**config.mk**
```make
export PLATFORM = sky130hd
export DESIGN_NAME = pkt_stream_arbiter
export DESIGN_NICKNAME = d
export VERILOG_FILES = /design/src/rtl/pkt_stream_arb_pkg.sv /design/src/rtl/pkt_stream_skid.sv /design/src/rtl/pkt_stream_arbiter.sv
export SDC_FILE = /design/constraint.sdc
export NUM_CORES = 1
export LEC_CHECK = 0
export BUFFER_PORTS_ARGS = -buffer_cell sky130_fd_sc_hd__buf_2
export CAP_MARGIN = 40
export CORE_AREA = 2 2 619 621
export CTS_CLUSTER_SIZE = 30
export DETAILED_ROUTE_END_ITERATION = 10
export DIE_AREA = 0 0 621 623
export GPL_TIMING_DRIVEN = 0
export HOLD_SLACK_MARGIN = 0.1
export MAX_ROUTING_LAYER = met4
export SETUP_SLACK_MARGIN = 0.1
export SLEW_MARGIN = 20
export SYNTH_ARGS = -nofsm -noshare
export SYNTH_HDL_FRONTEND = slang
export SYNTH_HIERARCHICAL = 1
export SYNTH_SLANG_ARGS = --single-unit
export TNS_END_PERCENT = 50
```
**constraint.sdc**
```tcl
create_clock -name clk -period 4.96 [get_ports clk]
set_input_delay 0 -clock clk [delete_from_list [all_inputs] [get_ports clk]]
set_output_delay 0 -clock clk [all_outputs]
set_load 0.02 [all_outputs]
```
**src/rtl/pkt_stream_arb_pkg.sv**
```systemverilog
// Shared types, default widths and the round-robin pick helper for pkt_stream_arbiter.
package pkt_stream_arb_pkg;

  localparam int DEF_DATA_WIDTH  = 512;
  localparam int DEF_NUM_IN      = 2;
  localparam int DEF_EMPTY_WIDTH = 6;
  localparam int DEF_CNT_WIDTH   = 16;
  localparam int MAX_IN          = 8;

  typedef enum logic {IDLE, LOCKED} state_t;

  typedef struct packed {
    logic       found;
    logic [2:0] idx;
  } pick_t;

  // First requester at or after rr_ptr, wrapping modulo num_in.
  function automatic pick_t rr_pick(input logic [MAX_IN-1:0] valid_sop,
                                    input logic [2:0]        rr_ptr,
                                    input int                num_in);
    pick_t p;
    int    idx;
    p   = '0;
    idx = 0;
    for (int i = 0; i < MAX_IN; i++) begin
      if (i < num_in) begin
        idx = (int'(rr_ptr) + i) % num_in;
        if (!p.found && valid_sop[idx]) begin
          p.found = 1'b1;
          p.idx   = 3'(idx);
        end
      end
    end
    return p;
  endfunction

endpackage

```
**src/rtl/pkt_stream_skid.sv**
```systemverilog
// Two-entry Avalon-ST skid buffer; all outputs come straight from registers.
module pkt_stream_skid #(
  parameter int WIDTH = 8
) (
  input  logic             clk,
  input  logic             reset,
  input  logic             in_valid,
  output logic             in_ready,
  input  logic [WIDTH-1:0] in_data,
  output logic             out_valid,
  input  logic             out_ready,
  output logic [WIDTH-1:0] out_data
);

  logic [WIDTH-1:0] mem [2];
  logic             wr_ptr;
  logic             rd_ptr;
  logic [1:0]       count;
  logic             push;
  logic             pop;

  assign in_ready  = (count != 2'd2);
  assign out_valid = (count != 2'd0);
  assign out_data  = mem[rd_ptr];
  assign push      = in_valid && in_ready;
  assign pop       = out_valid && out_ready;

  always_ff @(posedge clk) begin
    if (reset) begin
      wr_ptr <= 1'b0;
      rd_ptr <= 1'b0;
      count  <= 2'd0;
    end else begin
      if (push) begin
        mem[wr_ptr] <= in_data;
        wr_ptr      <= ~wr_ptr;
      end
      if (pop)
        rd_ptr <= ~rd_ptr;
      count <= count + 2'(push) - 2'(pop);
    end
  end

endmodule

```
**src/rtl/pkt_stream_arbiter.sv**
```systemverilog
// Packet-atomic round-robin arbiter merging NUM_IN Avalon-ST sources onto one stream.
// Define PKT_STREAM_ARB_OUT_REG_EN to register the merged stream through a 2-entry skid buffer.
module pkt_stream_arbiter
  import pkt_stream_arb_pkg::*;
#(
  parameter int DATA_WIDTH  = DEF_DATA_WIDTH,
  parameter int NUM_IN      = DEF_NUM_IN,
  parameter int EMPTY_WIDTH = DEF_EMPTY_WIDTH,
  parameter int CNT_WIDTH   = DEF_CNT_WIDTH
) (
  input  logic                        clk,
  input  logic                        reset,
  input  logic [NUM_IN-1:0]           in_valid,
  input  logic [NUM_IN-1:0]           in_sop,
  input  logic [NUM_IN-1:0]           in_eop,
  input  logic [NUM_IN-1:0]           in_error,
  input  logic [NUM_IN*EMPTY_WIDTH-1:0] in_empty,
  input  logic [NUM_IN*DATA_WIDTH-1:0]  in_data,
  output logic [NUM_IN-1:0]           in_ready,
  output logic                        out_valid,
  output logic                        out_sop,
  output logic                        out_eop,
  output logic                        out_error,
  output logic [EMPTY_WIDTH-1:0]      out_empty,
  output logic [DATA_WIDTH-1:0]       out_data,
  input  logic                        out_ready,
  output logic [NUM_IN-1:0]           o_grant,
  output logic                        o_busy,
  output logic [NUM_IN*CNT_WIDTH-1:0] o_pkt_cnt,
  output logic                        o_proto_err
);

  localparam int PTR_W = (NUM_IN > 1) ? $clog2(NUM_IN) : 1;

  state_t               state;
  logic [PTR_W-1:0]     rr_ptr;
  logic [PTR_W-1:0]     owner;
  logic [CNT_WIDTH-1:0] pkt_cnt [NUM_IN];

  logic [MAX_IN-1:0]    valid_sop;
  pick_t                pick;
  logic [PTR_W-1:0]     sel;
  logic [PTR_W-1:0]     next_ptr;
  logic                 active;
  logic                 fwd_ready;
  logic                 mux_valid;
  logic                 mux_sop;
  logic                 mux_eop;
  logic                 mux_error;
  logic [EMPTY_WIDTH-1:0] mux_empty;
  logic [DATA_WIDTH-1:0]  mux_data;
  logic                 xfer;
  logic                 err_event;

  // Selection: the locked owner wins outright, otherwise the round-robin candidate.
  always_comb begin
    valid_sop              = '0;
    valid_sop[NUM_IN-1:0]  = in_valid & in_sop;
    pick                   = rr_pick(valid_sop, 3'(rr_ptr), NUM_IN);
    if (state == LOCKED) begin
      sel    = owner;
      active = 1'b1;
    end else begin
      sel    = PTR_W'(pick.idx);
      active = pick.found;
    end
    next_ptr = (int'(sel) == NUM_IN - 1) ? '0 : sel + PTR_W'(1);
  end

  always_comb begin
    o_grant   = '0;
    in_ready  = '0;
    mux_valid = 1'b0;
    mux_sop   = in_sop[sel];
    mux_eop   = in_eop[sel];
    mux_error = in_error[sel];
    mux_empty = in_empty[int'(sel)*EMPTY_WIDTH +: EMPTY_WIDTH];
    mux_data  = in_data[int'(sel)*DATA_WIDTH +: DATA_WIDTH];
    if (active) begin
      o_grant[sel]  = 1'b1;
      in_ready[sel] = fwd_ready;
      mux_valid     = in_valid[sel];
    end
  end

  assign xfer      = mux_valid && fwd_ready;
  assign err_event = ((state == IDLE) && |(in_valid & ~in_sop)) ||
                     ((state == LOCKED) && in_valid[owner] && in_sop[owner]);

`ifdef PKT_STREAM_ARB_OUT_REG_EN
  localparam int PW = DATA_WIDTH + EMPTY_WIDTH + 3;
  logic [PW-1:0] skid_out;

  pkt_stream_skid #(.WIDTH(PW)) u_skid (
    .clk       (clk),
    .reset     (reset),
    .in_valid  (mux_valid),
    .in_ready  (fwd_ready),
    .in_data   ({mux_sop, mux_eop, mux_error, mux_empty, mux_data}),
    .out_valid (out_valid),
    .out_ready (out_ready),
    .out_data  (skid_out)
  );

  assign {out_sop, out_eop, out_error, out_empty, out_data} = skid_out;
`else
  assign fwd_ready = out_ready;
  assign out_valid = mux_valid;
  assign out_sop   = mux_sop;
  assign out_eop   = mux_eop;
  assign out_error = mux_error;
  assign out_empty = mux_empty;
  assign out_data  = mux_data;
`endif

  // Lock FSM; lock, pointer and counters all move on the input-side transfer.
  always_ff @(posedge clk) begin
    if (reset) begin
      state       <= IDLE;
      rr_ptr      <= '0;
      owner       <= '0;
      o_busy      <= 1'b0;
      o_proto_err <= 1'b0;
      for (int i = 0; i < NUM_IN; i++)
        pkt_cnt[i] <= '0;
    end else begin
      if (err_event)
        o_proto_err <= 1'b1;
      if (xfer) begin
        if (mux_eop) begin
          state        <= IDLE;
          o_busy       <= 1'b0;
          rr_ptr       <= next_ptr;
          pkt_cnt[sel] <= pkt_cnt[sel] + CNT_WIDTH'(1);
        end else if (state == IDLE) begin
          state  <= LOCKED;
          o_busy <= 1'b1;
          owner  <= sel;
        end
      end
    end
  end

  for (genvar g = 0; g < NUM_IN; g++) begin : g_cnt
    assign o_pkt_cnt[g*CNT_WIDTH +: CNT_WIDTH] = pkt_cnt[g];
  end

endmodule

```
==> parameters.txt <==
Parameter                              Value

Drt
  Average wire per cell in the routed design    roughly 45 um
  First-pass iteration count of the detailed router    5
  Via-to-Cell Ratio    about 2.5
  Vias after detailed routing    22300
  First-iteration detailed-routing DRC count    1953
  Post-route antenna net violation count    0
  DRC violations left    0
  Total Routed Length    a little over 400000 um

Worst setup path
  Start of the worst register-to-register path    state
  Library cell appearing most often on the critical path    sky130_fd_sc_hd__buf_6
  Setup Crit Path Kind    flop to flop
  Critical path launch point type    flop
  Cell-by-cell trace of the critical path    nor4bb_2 -> a21o_2 -> buf_6 -> buf_6 -> buf_6 -> buf_4 -> nand2_1 -> nand2_1 -> ha_1 -> nand3_1 -> nor3_1 -> mux2i_1 -> nor3_1 -> nor3b_1
  Largest fanout on the critical path    13
  Data arrival time of the critical path    roughly 4.7 ns
  Slowest Stage Delay on Critical Path    0.41 ns
  Slack of the worst reg-to-reg path    between 0.3 and 0.4 ns
  End of the worst register-to-register path    pkt_cnt[1][14]
  Nature of the critical path endpoint    flop
  Crit path from    state
  Cell count of the worst reg-to-reg path    14
  Slowest library cell on the worst path    sky130_fd_sc_hd__dfxtp_1
  Required time at the endpoint of the critical path    between 5 and 6 ns
  End point of the critical path    pkt_cnt[1][14]

Global route
  Vias in the first global route    between 15000 and 20000
  GRT Total Usage    about 21%
  Initial antenna violation count    a little over 500
  Largest net degree at the start of global routing    18
  Sum of overflow across all layers after global routing    0
  Global-route wire length before repair    447000 um

Logic synthesis
  Dominant cell type by area after synthesis    sky130_fd_sc_hd__nand2_1
  Largest cells by area after synthesis    sky130_fd_sc_hd__nand2_1 69%, sky130_fd_sc_hd__edfxtp_1 11%, sky130_fd_sc_hd__buf_2 5.4%, sky130_fd_sc_hd__buf_4 1.7%, sky130_fd_sc_hd__nor2_1 1.5%
  Flip-flop and latch count after synthesis    37
  Area share of the largest cell type after synthesis    68.6%
  Netlist area before placement    roughly 8600 um^2
  Syn. warnings    6
  Synth cell types    48
  Part of the Yosys area used for sequential elements    12.3%
  Mapped Nets    about 2900
  Mapped Avg Cell Area    around 4.6 um^2
  Gate count after technology mapping    between 1500 and 2000

Finish
  Number of nets at the end of the flow    between 4000 and 5000
  Fillers    between 40000 and 50000
  Signed area change from the synthesized netlist to the final layout    182%
  Share of cells above drive strength 1    between 40 and 50%
  Post-Layout Inst Area    ~24000 um^2
  Total area of multi-input combinational cells    6870 um^2
  Register area    roughly 1100 um^2
  Final core utilization    under 10%

Min path
  Tightest Hold Check Type    primary input to flop

CTS
  Maximum level of the CTS H-tree    2
  Clk_lat worst skew    0.34 ns
  Clock tree from TritonCTS    yes
  TritonCTS buffer count    5
  CTS root buffer    sky130_fd_sc_hd__clkbuf_16
  Clock buffer depth    2
  Num Clock Sinks    37
  Number of buffers added for setup after CTS    0
  Clock-pin slew reported for the worst setup and hold paths after clock tree synthesis    0.11 ns

Job
  Number of violations of the max-capacitance limit    0

STA
  Post-route setup slack    ~0.35 ns
  Portion of the clock cycle consumed by the worst path in the final layout    between 90% and 100%
  Achievable Freq    between 0.2 and 0.25 GHz
  Shortest period the worst path allows    around 4.6 ns
  Worst-case headroom to the max-slew limit    45.0%
  Endpoints failing hold    0
  Worst clock skew    between 0.02 and 0.03 ns
  Number of setup violations in the final report    0
  Final count of pins violating max slew    0
  Unrepaired setup endpoints after global routing    false
  Worst Tran Pin Value    a little over 0.8 ns
  Post-Route Hold Slack    around 0.16 ns

Die
  Core area    ~380000 um^2
  Chip height    623 um
  Total number of placement rows    ~230
  Die Span X    approximately 620 um
  Starting density of the core    under 10%
  Die Area    about 390000 um^2
  # IOs    roughly 1600

Power and ir drop
  Switching component of the power    between 3 and 4 mW
  Internal power component    1.42 mW
  Leakage power total    around 12 nW
  Clock share of power    under 10%
  Pwr/cell area    just under 200 nW/um^2
  IR drop worst, VDD    a little under 0.0002 V
  Comb pwr share    ~83%
  Switch share    70.2%
  Share of power burned in registers    under 10%

Placement
  Post-placement cell area    around 23000 um^2
  Hpwl dp    just under 400000 um
  Number of buffers inserted by port buffering    1605
  Global placement routability congestion    1.30
  Post-place setup slack    -0.100 ns

Outcome
  Status    finished clean
[stage by stage]
stage               TNS (ns)  power (mW)  cells
global placement      -0.414        4.39   8529
CTS                        0        4.89   8545
detailed placement    -0.337        4.40   8534
global route               0        4.98   8956
floorplan                  0        1.53   1886
finish                     0        4.77   8978
[cell families (layout without fill, tap and decap cells)]
kind of cell,Yosys count,after routing,synth area share (%)
AND/OR/NAND/NOR,1669,1669,74.5
buffers and inverters,130,1752,8.14
flip-flops,37,37,12.3
XOR/XNOR,21,21,2.13
AO/OA/AOI/OAI,18,18,1.38
multiplexers,10,10,1.45
adder cells (fa/ha/maj),1,1,0.145
other,0,432,0
[worst min-delay path by stage]
stage                      start            end  slack, ns  cells after the start
finish               in_valid[0]         rr_ptr       0.16                      5
global route         in_valid[0]         rr_ptr       0.20                      5
global placement    in_data[524]   out_data[12]       0.31                      4
CTS                  in_valid[0]         rr_ptr       0.11                      5
detailed placement  in_data[122]  out_data[122]       0.31                      4
floorplan           in_data[512]    out_data[0]       0.16                      2
[power groups by stage]
stage                     logic (mW)  clock network (mW)  registers, mW
final                           3.95               0.450          0.372
after global routing            4.13               0.472          0.374
after CTS                       4.03               0.480          0.372
after detailed placement        4.02                   0          0.379
after global placement          4.01                   0          0.379
after floorplan                 1.14                   0          0.389
[flip-flops by register name, indices dropped and copies added (netlist names)]
name         count
rr_ptr           1
o_busy           1
owner            1
o_proto_err      1
state            1
pkt_cnt         32
[cell usage after synthesis (all sizes together)]
cell type	instances
mux2i	6
or3	2
inv	8
nor3b	3
o31ai	1
clkbuf	5
nand2b	2
edfxtp	32
o221ai	1
dfxtp	5
nand4	11
nor2	35
o41ai	1
nand3	12
buf	117
a211o	1
and4	2
a31oi	1
mux2	4
o21ai	5
a21oi	6
and3	2
nor4b	3
or2	2
nor4bb	3
ha	1
nand2	1580
or4	1
o211ai	1
xnor2	10
and2	3
nor4	2
nor3	4
xor2	11
nand3b	2
a21o	1
[layer usage]
metal	share of wire, %	GRT usage (%)
met1	34	20.1
met2	43	31.3
met3	19	16.3
met4	4.4	6.84
met5	0	-
[cell usage in the layout (no fill, tap or decap), types with 5 or more instances in the layout]
master / instances
sky130_fd_sc_hd__buf_6: 5
sky130_fd_sc_hd__nand2_1: 1579
sky130_fd_sc_hd__a21oi_1: 6
sky130_fd_sc_hd__nor2_1: 35
sky130_fd_sc_hd__xnor2_1: 10
sky130_fd_sc_hd__inv_1: 7
sky130_fd_sc_hd__dfxtp_1: 5
sky130_fd_sc_hd__nand4_1: 11
sky130_fd_sc_hd__xor2_1: 11
sky130_fd_sc_hd__buf_4: 21
sky130_fd_sc_hd__edfxtp_1: 32
sky130_fd_sc_hd__diode_2: 432
sky130_fd_sc_hd__mux2i_1: 5
sky130_fd_sc_hd__clkbuf_16: 5
sky130_fd_sc_hd__nand3_1: 11
sky130_fd_sc_hd__buf_2: 1696
[worst max-delay path: cells and delay by family (launching register included)]
kind	cells	cell delay [ns]
buf+inv	4	1.49
compound gates	1	0.41
mux	1	0.19
fa+ha+maj	1	0.27
simple gates	7	1.50
flops	1	0.41
[what timing repair did]
action                                  4_1_cts  5_1_grt
endpoints found under the setup margin        5        4
hold buffers                                  3        0
gates resized for setup                       3        1
hold endpoints to repair                      3        0
[final cells by class]
type                            instances  area share, %
Clock inverter                          3          0.180
Timing Repair Buffer                 1614           33.5
Multi-Input combinational cell       1719           28.2
Buffer                                122           2.81
Inverter                                8          0.123
Clock buffer                            5          0.514
Sequential cell                        37           4.35
Antenna cell                          432           4.44
Tap cell                             5038           25.9
(Power assumes the default switching activity.)
